`src/rtl/truth_table_sequencer.sv`:
```
// Steps a 4-bit vector through two circuits under test, compares their outputs; one vector per SETTLE_CYCLES+1 cycles
// plus HOLD_CYCLES (auto) or a step pulse (manual); no backpressure, start is ignored while busy.
module truth_table_sequencer #(
    parameter int SETTLE_CYCLES = 4,
    parameter int HOLD_CYCLES   = 50_000_000
) (
    input  logic       clk,
    input  logic       rst,
    input  logic       start,
    input  logic       step,
    input  logic       mode,
    input  logic       f_pre,
    input  logic       f_post,
    output logic [3:0] vec,
    output logic       busy,
    output logic       done,
    output logic [4:0] mismatch_cnt,
    output logic [3:0] first_err_vec,
    output logic       err_valid,
    output logic       led_pre_q,
    output logic       led_post_q
);

    typedef enum logic [2:0] {
        IDLE,
        APPLY,
        SAMPLE,
        HOLD,
        DONE
    } state_t;

    localparam int CNT_W = 26;
    localparam logic [CNT_W-1:0] SETTLE_LAST = CNT_W'(SETTLE_CYCLES - 1);
    localparam logic [CNT_W-1:0] HOLD_LAST   = CNT_W'(HOLD_CYCLES - 1);
    localparam logic [4:0]       CNT_MAX     = 5'd16;

    state_t           state, state_nxt;
    logic [CNT_W-1:0] cnt, cnt_nxt;
    logic             mode_q, mode_nxt;
    logic [3:0]       vec_nxt;
    logic             busy_nxt, done_nxt;
    logic [4:0]       mismatch_nxt;
    logic [3:0]       first_err_nxt;
    logic             err_valid_nxt;
    logic             led_pre_nxt, led_post_nxt;

    always_ff @(posedge clk or posedge rst) begin
        if (rst) begin
            state         <= IDLE;
            cnt           <= '0;
            mode_q        <= 1'b0;
            vec           <= 4'd0;
            busy          <= 1'b0;
            done          <= 1'b0;
            mismatch_cnt  <= 5'd0;
            first_err_vec <= 4'd0;
            err_valid     <= 1'b0;
            led_pre_q     <= 1'b0;
            led_post_q    <= 1'b0;
        end else begin
            state         <= state_nxt;
            cnt           <= cnt_nxt;
            mode_q        <= mode_nxt;
            vec           <= vec_nxt;
            busy          <= busy_nxt;
            done          <= done_nxt;
            mismatch_cnt  <= mismatch_nxt;
            first_err_vec <= first_err_nxt;
            err_valid     <= err_valid_nxt;
            led_pre_q     <= led_pre_nxt;
            led_post_q    <= led_post_nxt;
        end
    end

    always_comb begin
        state_nxt     = state;
        cnt_nxt       = cnt;
        mode_nxt      = mode_q;
        vec_nxt       = vec;
        mismatch_nxt  = mismatch_cnt;
        first_err_nxt = first_err_vec;
        err_valid_nxt = err_valid;
        led_pre_nxt   = led_pre_q;
        led_post_nxt  = led_post_q;

        case (state)
            IDLE, DONE: begin
                // start outranks step here; step has no meaning outside manual HOLD
                if (start) begin
                    mode_nxt      = mode;
                    mismatch_nxt  = 5'd0;
                    first_err_nxt = 4'd0;
                    err_valid_nxt = 1'b0;
                    vec_nxt       = 4'd0;
                    cnt_nxt       = '0;
                    state_nxt     = APPLY;
                end
            end
            APPLY: begin
                if (cnt == SETTLE_LAST) begin
                    cnt_nxt   = '0;
                    state_nxt = SAMPLE;
                end else begin
                    cnt_nxt = cnt + 1'b1;
                end
            end
            SAMPLE: begin
                led_pre_nxt  = f_pre;
                led_post_nxt = f_post;
                if (f_pre != f_post) begin
                    if (mismatch_cnt != CNT_MAX) begin
                        mismatch_nxt = mismatch_cnt + 5'd1;
                    end
                    if (!err_valid) begin
                        first_err_nxt = vec;
                        err_valid_nxt = 1'b1;
                    end
                end
                cnt_nxt   = '0;
                state_nxt = (vec == 4'd15) ? DONE : HOLD;
            end
            HOLD: begin
                if (mode_q) begin
                    if (step) begin
                        vec_nxt   = vec + 4'd1;
                        state_nxt = APPLY;
                    end
                end else if (cnt == HOLD_LAST) begin
                    cnt_nxt   = '0;
                    vec_nxt   = vec + 4'd1;
                    state_nxt = APPLY;
                end else begin
                    cnt_nxt = cnt + 1'b1;
                end
            end
            default: begin
                state_nxt = IDLE;
            end
        endcase

        // status flags are registered from the next state so they line up with it
        busy_nxt = (state_nxt == APPLY) || (state_nxt == SAMPLE) || (state_nxt == HOLD);
        done_nxt = (state_nxt == DONE);
    end

endmodule

```
`config.mk`:
```
export PLATFORM = sky130hd
export DESIGN_NAME = truth_table_sequencer
export DESIGN_NICKNAME = d
export VERILOG_FILES = /design/src/rtl/truth_table_sequencer.sv
export SDC_FILE = /design/constraint.sdc
export NUM_CORES = 1
export LEC_CHECK = 0
export ABC_CLOCK_PERIOD_IN_PS = 2000
export CAP_MARGIN = 30
export CORE_MARGIN = 8
export CORE_UTILIZATION = 40
export DETAILED_ROUTE_END_ITERATION = 6
export GPL_ROUTABILITY_DRIVEN = 0
export SLEW_MARGIN = 20
export SYNTH_ARGS = -nofsm -noshare
export SYNTH_HDL_FRONTEND = slang
export SYNTH_SLANG_ARGS = --single-unit
export TNS_END_PERCENT = 100
```
`constraint.sdc`:
```
create_clock -name clk -period 2 [get_ports clk]
set_input_delay 0.4 -clock clk [delete_from_list [all_inputs] [get_ports clk]]
set_output_delay 0.4 -clock clk [all_outputs]
set_load 0.01 [all_outputs]
```
**Word-level counts from Yosys, hierarchy flattened**

Index checks and enable logic that the tools add are counted.

- Bits in registers: 48
- Bits in latches: 0
- Bits in writable memories: 0
- Memory bits (read-only): 0
- Output and inout bits: 18
- Memories kept: 0

- Add/subtract/negate cells: 3
- $mul: 0
- Div/mod/pow operators: 0
- $lt $le $gt $ge: 0
- Equality and inequality tests: 20
- Shift operators: 0
- Multiplexer cells: 27
- Bitwise logic cells: 0
- Reductions and logical operators: 13

Operators with widths:

| kind | count |
|---|---|
| 26-bit 2-to-1 mux | 4 |
| 26-bit case mux with 4 select lines | 1 |
| 26-bit by 1-bit adder with 26-bit output, second input constant | 1 |
| 26-bit by 2-bit equality test with 1-bit output, second input constant | 1 |
| 26-bit equality test, second input constant | 1 |
| 4-bit 2-to-1 mux | 6 |
| 3-bit 2-to-1 mux | 6 |
| 4-bit case mux with 2 select lines | 2 |
| 5-bit 2-to-1 mux | 3 |
| 3-bit by 2-bit equality test with 1-bit output, second input constant | 4 |
| 3-bit case mux with 4 select lines | 1 |
| 4-bit AND reduction | 3 |
| 2-bit inequality test, second input constant | 5 |
| 5-bit case mux with 2 select lines | 1 |
| 3-bit by 1-bit equality test with 1-bit output, second input constant | 2 |
| 3-bit equality test, second input constant | 2 |
| 3-bit inequality test, second input constant | 2 |
| 3-bit AND reduction | 2 |
| 5-bit by 1-bit adder with 5-bit output, second input constant | 1 |
| 5-bit inequality test, second input constant | 1 |
| 4-bit by 1-bit adder with 4-bit output, second input constant | 1 |
| 4-bit equality test, second input constant | 1 |
| 2-bit nonzero test | 2 |
| 4-bit nonzero test | 1 |
| other kinds (7) | 9 |

**Depth between registers and ports, before layout**

- Depth in word-level cells: 7
- Mapped depth: 8
- Mapped depth without buffers: 7

**Worst setup path after synthesis**

OpenSTA, ideal clock, no wires.

- Path type: register -> register
- Start point: reg cnt[0]
- End point: reg cnt[10]
- Setup time: 0.122 ns
- Data arrival time: 2.066 ns
- Data required time: 1.878 ns
- Setup slack: -0.188 ns
- Stages on the path, launching flop included: 9
- Path buffers: 1
- Period minus slack after synthesis: 2.188 ns
- Cells stage by stage: dfrtp_1 -> ha_1 -> nand3_1 -> or2_1 -> nor3_1 -> a211oi_2 -> nor2_2 -> buf_2 -> nor2_1

- Word-level cells in the longest chain between the ends: 4
- Elaborated cells on any way between the ends: 7
- Those cells by class: add/sub (1); eq/ne (2); mux (4)

RTL lines:

| element | line | RTL |
|---|---|---|
| start, declared | 38 | `logic [CNT_W-1:0] cnt, cnt_nxt;` |
| start signal, assigned | 62 | `cnt <= cnt_nxt;` |
| 26-bit by 1-bit adder with 26-bit output or 26-bit equality test (tied branches) | 104, 133, 128 |  |
| 26-bit 2-to-1 mux | 128 | `end else if (cnt == HOLD_LAST) begin` |
| 26-bit 2-to-1 mux | 123 | `if (mode_q) begin` |
| 26-bit case mux with 4 select lines (*) | 86 | `case (state)` |

Mark *: on every way between the ends. The rest lies on a longest branch, timed or not. The select of a mux whose other input is x is not followed.
A chain may end at the register's enable or synchronous reset.

**Worst setup path after layout**

- Start point: reg cnt[18]
- End point: reg cnt[13]

- Word-level cells in the longest chain between the ends: 4
- Elaborated cells on any way between the ends: 6
- Those cells by class: eq/ne (2); mux (4)

RTL lines:

| element | line |
|---|---|
| 26-bit equality test | 128 |
| 26-bit 2-to-1 mux | 128 |
| 26-bit 2-to-1 mux | 123 |
| 26-bit case mux with 4 select lines (*) | 86 |

Marked as above.

==> results.json <==
{
  "outcome": "finished, violations left",
  "violations": "negative setup slack",
  "antenna_found_initial": 0,
  "syn_area_um2": 2485,
  "critical_path_class": "reg2reg",
  "fin_area_um2": 3501,
  "critPathCaptureType": "register",
  "grt_max_degree": 34,
  "cap_violations": 0,
  "holdWs_ns": 0.3801,
  "p_leak_nw": 1.568,
  "final_cells": 423,
  "syn_nets": 285,
  "start_kind": "register",
  "start_util": 0.4172,
  "hpwl_mm": 4.324,
  "irDropWorstVdd_mv": 0.2584,
  "grt_pass1_wl_mm": 10.20,
  "crit_chain": "nor4_2 -> buf_4 -> nand4_1 -> nor3_4 -> a211oi_4 -> nor2_4 -> clkbuf_16 -> nor2_1",
  "max_slew_margin": 0.7355,
  "ioPinCount": 25,
  "avgRoutedWirePerCell_um": 14.34,
  "grtUsageTotal": 0.1419,
  "dpl.cell_count": 405,
  "dr_total_vias": 2200,
  "power_w": 0.001762,
  "drive_gt1_frac": 0.2787,
  "setup_viol": 5,
  "drtIter0Drc": 65,
  "crit_family": "simple AND/OR/NAND/NOR gates",
  "areaGrowthSynthToFinish_pct": 40.89,
  "synth_seq_area_share": 0.4834,
  "htreeDepth": 2,
  "dieArea_um2": 8990,
  "hold_class": "in2async",
  "critPathArrivalTime_ns": 2.21,
  "syn_inst": 274,
  "cts.sink_count": 48,
  "place.port_buffers": 24,
  "detail-route-antenna-nets": 0,
  "final_common_cell": "dfrtp_1",
  "skew_ns": 0.01340,
  "overflow": 0,
  "clk_pin_slew_ns": 0.09,
  "core_um2": 5956,
  "grt_pass1_vias": 2145,
  "insertedDiodeCount": 0,
  "post-route-period-util": 1.005,
  "hold_viol_final": 0,
  "syn_avg_cell_area_um2": 9.069,
  "final_cell_mix": "dfrtp_1 (47), buf_4 (45), nand2_1 (38), nor2_1 (27), clkdlybuf4s50_1 (23)",
  "final_nets": 359,
  "slew_violations": 0,
  "drc_errors": 0,
  "placed_cell_area_um2": 3127,
  "rsz0062_at_grt": "true",
  "clk_latency_ns": 0.30,
  "routed_via_density": 5.201,
  "ctsHoldBuffers": 0,
  "synth-edff-count": 0,
  "rows": 28,
  "postSynth.asyncResetShare": 1.000,
  "fmax_ghz": 0.4977,
  "cts_made_buffers": 5,
  "die_x_um": 94.82,
  "required_ns": 2.20,
  "detail_route.wirelength_mm": 6.065,
  "critPathBufInv": 2,
  "yosys_most_used_dff": "dfrtp_1",
  "clock-root-buffer": "clkbuf_8",
  "max_stage_delay_ns": 0.41,
  "layout_setup_ws_ns": -0.009066,
  "cts_buffer_depth": 2,
  "ys_ff_latch": 48,
  "crit_path_top_delay_cell": "dfrtp_1",
  "p_per_area_nw_per_um2": 503.4,
  "worstPathMaxFanout": 8,
  "period_needed_ns": 2.009,
  "ys_types": 44,
  "yosysWarnings": 0,
  "die_height_um": 94.82,
  "worstMarginPinSlew_ns": 0.3953,
  "tritoncts": "built",
  "drtPass1Iterations": 4
}
final timing paths:
path | from | to | slack, ns | cells past startpoint
max in group asynchronous | rst | state[1] | 1.12 | 3
setup reg to reg | cnt[18] | cnt[13] | -0.009 | 8
hold reg to reg | led_pre_q | led_pre_q | 0.52 | 1
setup / recovery | cnt[18] | cnt[13] | -0.009 | 8
min in group clk | led_pre_q | led_pre_q | 0.52 | 1
hold / removal | rst | first_err_vec[1] | 0.38 | 2
per-layer routing:
metal  vias to the layer above  track usage  share of wire  routed length (um)
met1                      1067       0.1727           0.46                2805
met4                         0      0.03901         0.0091                  55
met2                        27       0.2358           0.49                2949
met5                         -            0              0                   0
li1                       1102            -              -                   -
met3                         4      0.04524          0.042                 255
what timing repair did:
action	CTS	global route
gates cloned	0	1
buffers inserted	2	9
pin swaps	8	29
setup endpoints to repair	15	31
gates resized for setup	11	37
flip-flops by register name (all words and copies together), names as in the netlist:
signal,flops
vec,4
led_post_q,1
led_pre_q,1
first_err_vec,4
state,3
mode_q,1
err_valid,1
mismatch_cnt,5
done,1
cnt,26
busy,1
area by class of cell:
type | count | area (um2)
clock inverters | 1 | 5.005
multi-input cells | 208 | 1405
fillers | 537 | 2455
repair buffers | 75 | 684.4
clock buffers | 6 | 72.57
inverters | 10 | 37.54
well taps | 75 | 93.84
flip-flops and latches | 48 | 1202
cell usage after synthesis, types with 3 or more instances:
cell       n  area, um2
dfrtp_1   48       1201
nand2_1   39      146.4
nor2_1    38      142.6
o21ai_0   16      80.08
nand3_1   14      70.07
xnor2_1   12      105.1
inv_1     10      37.54
xor2_1    10      87.58
nand4_1    9      56.30
nor3_1     8      40.04
nor4_1     8      50.05
a21oi_1    6      30.03
clkbuf_1   6      22.52
or3_1      5      31.28
ha_1       4      50.05
nor2b_1    3      18.77
or4_1      3      22.52
stage by stage:
stage / worst slack, ns / util / setup TNS [ns]
after floorplan: -0.007467 / - / -0.007467
after global placement: -0.3898 / 0.5250 / -5.391
after detailed placement: -0.3994 / 0.5250 / -5.652
after CTS: -0.06986 / 0.5487 / -0.1808
after global routing: -0.1413 / 0.5878 / -2.676
final: -0.009066 / 0.5878 / -0.02386
report_power, final:
part           switching (W)  internal, W
clock network       0.000315     0.000239
logic              0.0000837    0.0000898
registers          0.0000327      0.00100
total               0.000431      0.00133
cells by family after synthesis:
family | synth area share
buffers and inverters | 0.02920
DFF | 0.4834
and+or+nand+nor | 0.2800
xor gates and xnor gates | 0.07754
adders and majority gates | 0.02014
muxes | 0.01309
AOI/OAI and AO/OA | 0.09668
Note: power is estimated with default switching activity, not from simulation.
